`src/rtl/fetch_queue.sv`:
```
// Instruction fetch queue: single-outstanding fetch FSM feeding a DEPTH-entry FIFO.
// Define FETCH_QUEUE_BYPASS_EN to forward a response straight to decode when empty.
module fetch_queue #(
    parameter int AWIDTH   = 32,
    parameter int DWIDTH   = 32,
    parameter     BASEADDR = 32'h01000000,
    parameter int DEPTH    = 4
) (
    input  logic                     clk,
    input  logic                     rst,
    output logic                     imem_req_o,
    output logic [AWIDTH-1:0]        imem_addr_o,
    input  logic                     imem_ready_i,
    input  logic                     imem_rvalid_i,
    input  logic [DWIDTH-1:0]        imem_rdata_i,
    input  logic                     redirect_i,
    input  logic [AWIDTH-1:0]        redirect_pc_i,
    output logic                     valid_o,
    input  logic                     ready_i,
    output logic [DWIDTH-1:0]        insn_o,
    output logic [AWIDTH-1:0]        pc_o,
    output logic [$clog2(DEPTH):0]   count_o
);

    localparam int PW = $clog2(DEPTH);
    localparam int CW = PW + 1;
    localparam logic [DWIDTH-1:0] NOP = DWIDTH'(32'h00000013);

    typedef enum logic [1:0] {
        S_RUN,
        S_WAIT,
        S_DISCARD
    } state_t;

    state_t            state;
    logic [AWIDTH-1:0] fetch_pc;
    logic [AWIDTH-1:0] req_pc;
    logic [PW-1:0]     wr_ptr;
    logic [PW-1:0]     rd_ptr;
    logic [CW-1:0]     count;

    logic [AWIDTH-1:0] pc_mem   [DEPTH];
    logic [DWIDTH-1:0] insn_mem [DEPTH];

    logic full;
    logic empty;
    logic q_valid;
    logic byp;
    logic pop;
    logic push;

    assign full  = (count == CW'(DEPTH));
    assign empty = (count == '0);

    assign imem_req_o  = !rst && (state == S_RUN) && !full && !redirect_i;
    assign imem_addr_o = fetch_pc;

    assign q_valid = !rst && !empty && !redirect_i;

`ifdef FETCH_QUEUE_BYPASS_EN
    assign byp = !rst && empty && (state == S_WAIT) &&
                 imem_rvalid_i && !redirect_i;
`else
    assign byp = 1'b0;
`endif

    assign valid_o = q_valid | byp;
    assign pop     = q_valid & ready_i;
    assign push    = !rst && (state == S_WAIT) && imem_rvalid_i &&
                     !redirect_i && !(byp && ready_i);
    assign count_o = count;

    // Head selection: forwarded response, queue head, or idle NOP
    always_comb begin
        insn_o = NOP;
        pc_o   = '0;
        unique case (1'b1)
            byp: begin
                insn_o = imem_rdata_i;
                pc_o   = req_pc;
            end
            q_valid: begin
                insn_o = insn_mem[rd_ptr];
                pc_o   = pc_mem[rd_ptr];
            end
            default: ;
        endcase
    end

    // Queue storage write at the tail
    always_ff @(posedge clk) begin
        if (push) begin
            pc_mem[wr_ptr]   <= req_pc;
            insn_mem[wr_ptr] <= imem_rdata_i;
        end
    end

    // Fetch FSM, fetch PC and FIFO bookkeeping
    always_ff @(posedge clk) begin
        if (rst) begin
            state    <= S_RUN;
            fetch_pc <= AWIDTH'(BASEADDR);
            req_pc   <= AWIDTH'(BASEADDR);
            wr_ptr   <= '0;
            rd_ptr   <= '0;
            count    <= '0;
        end else if (redirect_i) begin
            wr_ptr   <= '0;
            rd_ptr   <= '0;
            count    <= '0;
            fetch_pc <= redirect_pc_i & ~AWIDTH'(3);
            // A response landing with the redirect closes the request,
            // so nothing is left to discard.
            unique case (state)
                S_WAIT:    state <= imem_rvalid_i ? S_RUN : S_DISCARD;
                S_DISCARD: if (imem_rvalid_i) state <= S_RUN;
                default:   ;
            endcase
        end else begin
            if (push) wr_ptr <= wr_ptr + PW'(1);
            if (pop)  rd_ptr <= rd_ptr + PW'(1);
            count <= count + CW'(push) - CW'(pop);
            unique case (state)
                S_RUN: begin
                    if (imem_req_o && imem_ready_i) begin
                        state    <= S_WAIT;
                        req_pc   <= fetch_pc;
                        fetch_pc <= fetch_pc + AWIDTH'(4);
                    end
                end
                S_WAIT:    if (imem_rvalid_i) state <= S_RUN;
                S_DISCARD: if (imem_rvalid_i) state <= S_RUN;
                default:   state <= S_RUN;
            endcase
        end
    end

endmodule

```
`config.mk`:
```
export PLATFORM = sky130hd
export DESIGN_NAME = fetch_queue
export DESIGN_NICKNAME = d
export VERILOG_FILES = /design/src/rtl/fetch_queue.sv
export SDC_FILE = /design/constraint.sdc
export NUM_CORES = 1
export LEC_CHECK = 0
export BUFFER_PORTS_ARGS = -buffer_cell sky130_fd_sc_hd__buf_2
export CORE_MARGIN = 5
export CORE_UTILIZATION = 62
export DETAILED_ROUTE_END_ITERATION = 10
export MAX_ROUTING_LAYER = met4
export PLACE_DENSITY_LB_ADDON = 0.12
export RECOVER_POWER = 50
export SLEW_MARGIN = 30
export SYNTH_ARGS = -nofsm -noshare
export SYNTH_HDL_FRONTEND = slang
export SYNTH_SLANG_ARGS = --single-unit
```
`constraint.sdc`:
```
create_clock -name clk -period 5.7 [get_ports clk]
set_input_delay 1.71 -clock clk [delete_from_list [all_inputs] [get_ports clk]]
set_output_delay 1.71 -clock clk [all_outputs]
set_load 0.005 [all_outputs]
```
==> impl_summary.md <==
Logic synthesis
Of the post-synthesis cell area, the part taken by muxes is 11.5%. After Yosys synthesis, and, or, nand and nor cells account for 10.7% of the synthesized area. The most used flip-flop cell after synthesis is sky130_fd_sc_hd__edfxtp_1. Yosys mapped a number of flops with a built-in enable equal to 248. The post-synthesis xor/xnor area fraction is 1.03%. The synthesized area divided by synthesized cell count is 15.5 um^2. By area, the combinational part of the netlist is dominated by multiplexers. Summing the areas of all compound-gate instances in the mapped netlist gives 3.95% of the synthesized area. The share of synthesized flip-flops with an asynchronous set or reset is 0%. In this run, synthesis produced a sequential element count of 319. The total of warnings raised by yosys is 0. The cell count after synthesis came out at 823. The count of different cell masters after synthesis is 56. The post-synthesis share of cell area spent on full adders, half adders and majority gates is 1.23%. Among all cell types in the netlist, the one instantiated most often is sky130_fd_sc_hd__edfxtp_1.

Ranked by total cell area, the synthesized netlist is headed by sky130_fd_sc_hd__edfxtp_1, sky130_fd_sc_hd__dfxtp_1, sky130_fd_sc_hd__mux4_2, sky130_fd_sc_hd__and2_1, sky130_fd_sc_hd__nand2_1. The area share of the largest cell type after synthesis is 58.3%. In the synthesized netlist, the cells that appear most often are sky130_fd_sc_hd__edfxtp_1, sky130_fd_sc_hd__nand2_1, sky130_fd_sc_hd__and2_1, sky130_fd_sc_hd__dfxtp_1, sky130_fd_sc_hd__mux4_2.

The sequential fraction of the synthesis area is 69.4%. Summed over all instances, the cell type with the most area after synthesis is sky130_fd_sc_hd__edfxtp_1. The synthesized netlist occupies a cell area of 12800 um^2.

Global routing
The number of global-route vias before repair is 7480. The initial antenna violation count came to 0. The first global-routing pass estimated 39.7 mm of wire.

The maximum number of pins on one net before global-route repair is 69. For this run the aggregate overflow at the end of global routing stands at 0. Global routing consumed, over all layers together, 21.4% of the routing resources.

Clock network
The post-cts hold buffer count is 0. CTS placed an instance of sky130_fd_sc_hd__clkbuf_16 at the clock tree root. The post-cts repair resize count is 0. CTS built an H-tree with a depth of 1. The clock slew seen by the registers of the worst setup and hold paths is 0.06 ns. TritonCTS built the clock tree.

For the worst-skew pair, the clock arrives at the later sink with an insertion delay of 0.55 ns. The number of buffers between clock root and the deepest sink is 3. The buffer count from post-CTS setup fixing is 0. The TritonCTS buffer count is 31. CTS saw 319 sinks.

Layout
The layout filler cell count is 1362. Registers take 8880 um^2. The area growth from synthesis to layout is 16.0%. The fraction of final layout cells with drive strength greater than 1 is 25.0%.

The total number of nets in the final design is 1067. The count of inserted antenna diode cells is 0. The total area of multi-input combinational cells is 3670 um^2.

Placement
Once detailed placement completed, the half-perimeter wirelength came to 14.8 mm. Before CTS, the worst setup slack after placement is 0.746 ns. Input and output buffers added on the ports amount to 164. The congestion estimate from routability-driven global placement came to 0.869.

Detailed routing
The total detailed-routing wirelength is 24.5 mm. The detailed router finished its first iteration with 432 violations. The via-per-instance ratio is 5.75. The first detailed-routing pass took 5 iterations. The residual DRC count is 0. The detail route stage leaves a number of antenna-violating nets equal to 0. Dividing the detail-routed wire length by the instance count gives 19.1 um.

Summing over every cut layer, the via total after detailed routing is 7364.

Power
The maximum ir drop on the vdd rail is 0.249 mV. The analysis attributes to cell leakage a power of 0.00518 uW. The power per cell area is 310 nW/um^2.

Floorplan
For this configuration, the core starts out at a cell density of 63.2%. The horizontal die dimension is 154 um. From bottom edge to top edge, the die measures 154 um.

The area of the core is 20200 um^2. The die covers 23600 um^2. The floorplan has 52 rows.

In this run the count of I/O pins placed on the die edge is 171.

Critical path
The worst-path maximum fanout is 60. At the worst endpoint, the required time is 3.99 ns. The maximum cell stage delay along the critical path is 0.53 ns.

Walking the worst path, the cells encountered are buf_2 > or2_0 > nor2_4 > buf_4 > and2_1 > buf_2. The critical path's most frequent cell is sky130_fd_sc_hd__buf_2. In this run the register-to-register setup slack is 2.67 ns.

Data on the critical path arrives at its endpoint at 3.39 ns. The type of element capturing the critical path is a primary output. The number of cells on the worst reg-to-reg path is 6. The critical-path cell with the highest stage delay is sky130_fd_sc_hd__or2_0. The startpoint class of the critical path is an input port. The critical path start-end classification is input port to primary output.

Timing
Across the routed clock network, the largest skew measured is 0.0183 ns. The number of endpoints with negative hold slack in the final report is 0. Setup repair after global routing left no endpoint under its margin.

The worst slew slack as a fraction of its limit is -13.2%. For the final routed database, the setup TNS stands at 0 ns. The count of final max-slew check failures is 60.

The slew at the pin with the worst max-slew slack is 1.70 ns. The total of endpoints with negative setup slack in the final report is 0. Setup slack closes at 0.600 ns. The final critical delay including setup and external delays is 5.10 ns. Derived from the worst setup path, the maximum achievable clock frequency is 196 MHz. The fraction of the cycle the final worst path needs is 89.5%.

Min path
The hold-critical path depth is 2. In this run the worst hold path is classified as flop to flop.

Flow run
The total of max-cap violations is 3.

Status
The flow ran to the end, but the final reports show violations. The checks that failed: max-capacitance violations, max-slew violations.
[stage by stage]
step	cells	hold WS, ns	cell area, um^2	utilization [%]	total power (uW)
floorplan	826	0.460	12800	-	2660
global placement	1218	0.482	13800	68.3	2720
detailed placement	1218	0.486	13800	68.3	2730
CTS	1276	0.500	14800	73.1	4640
global route	1280	0.519	14800	73.3	4760
finish	1280	0.498	14800	73.3	4600
[sequential cells by signal, indices dropped and copies added, names as in the netlist, named ones only]
name and flops:
wr_ptr 2, req_pc 30, state 2, count_o 3, pc_mem 120, rd_ptr 2
insn_mem 128, imem_addr_o 30
[layer usage]
layer  global-route usage (%)  vias up  part of all wire, %
li1                         -     3450                    -
met2                     33.2      242                   48
met1                     31.7     3646                   45
met5                        -        -                    0
met3                     3.15       26                  6.4
met4                     3.49        0                  1.1
[cell type report]
class	count	share of cell area, %
inverters	12	0.304
clock inverters	10	0.506
repair buffers	176	6.21
flip-flops and latches	319	59.9
clock buffers	48	6.07
multi-input cells	445	24.8
well taps	270	2.28
[placed cells by master (no fill, tap or decap), drive strengths merged, types with 10 or more instances in the layout]
| master | Yosys | final |
|---|---|---|
| nand2 | 81 | 81 |
| nand4 | 11 | 11 |
| clkbuf | 36 | 98 |
| nor4 | 11 | 11 |
| dfxtp | 71 | 71 |
| buf | 14 | 126 |
| nor3 | 10 | 10 |
| ha | 11 | 11 |
| a21oi | 47 | 47 |
| nand3 | 12 | 12 |
| o21ai | 10 | 10 |
| mux4 | 62 | 62 |
| inv | 12 | 13 |
| and2 | 72 | 72 |
| edfxtp | 248 | 248 |
| nor2 | 32 | 32 |
| xnor2 | 12 | 12 |
[worst paths after layout]
path | start | endpoint
setup reg to reg | state[1] | pc_mem[3][5]
hold reg to reg | req_pc[23] | req_pc[23]
hold / removal | req_pc[23] | req_pc[23]
setup / recovery | rst | insn_o[30]
[where the power goes]
| group | switching [uW] | internal, uW |
|---|---|---|
| Combinational | 75.8 | 51.9 |
| Sequential | 31.9 | 2510 |
| Clock | 798 | 1120 |
| Total | 906 | 3690 |
[kinds of logic (layout without fill, tap and decap cells)]
family	after synthesis	count (layout)
other	1	4
xor gates and xnor gates	15	15
and+or+nand+nor	261	261
muxes	69	69
adders and majority gates	12	12
buffers and inverters	62	246
DFF	319	319
AOI/OAI and AO/OA	84	84
[critical path, delay by kind of cell]
family	cells	cell delay (ns)
AND/OR/NAND/NOR	3	0.98
buffers and inverters	3	0.64
(Power assumes the default switching activity.)
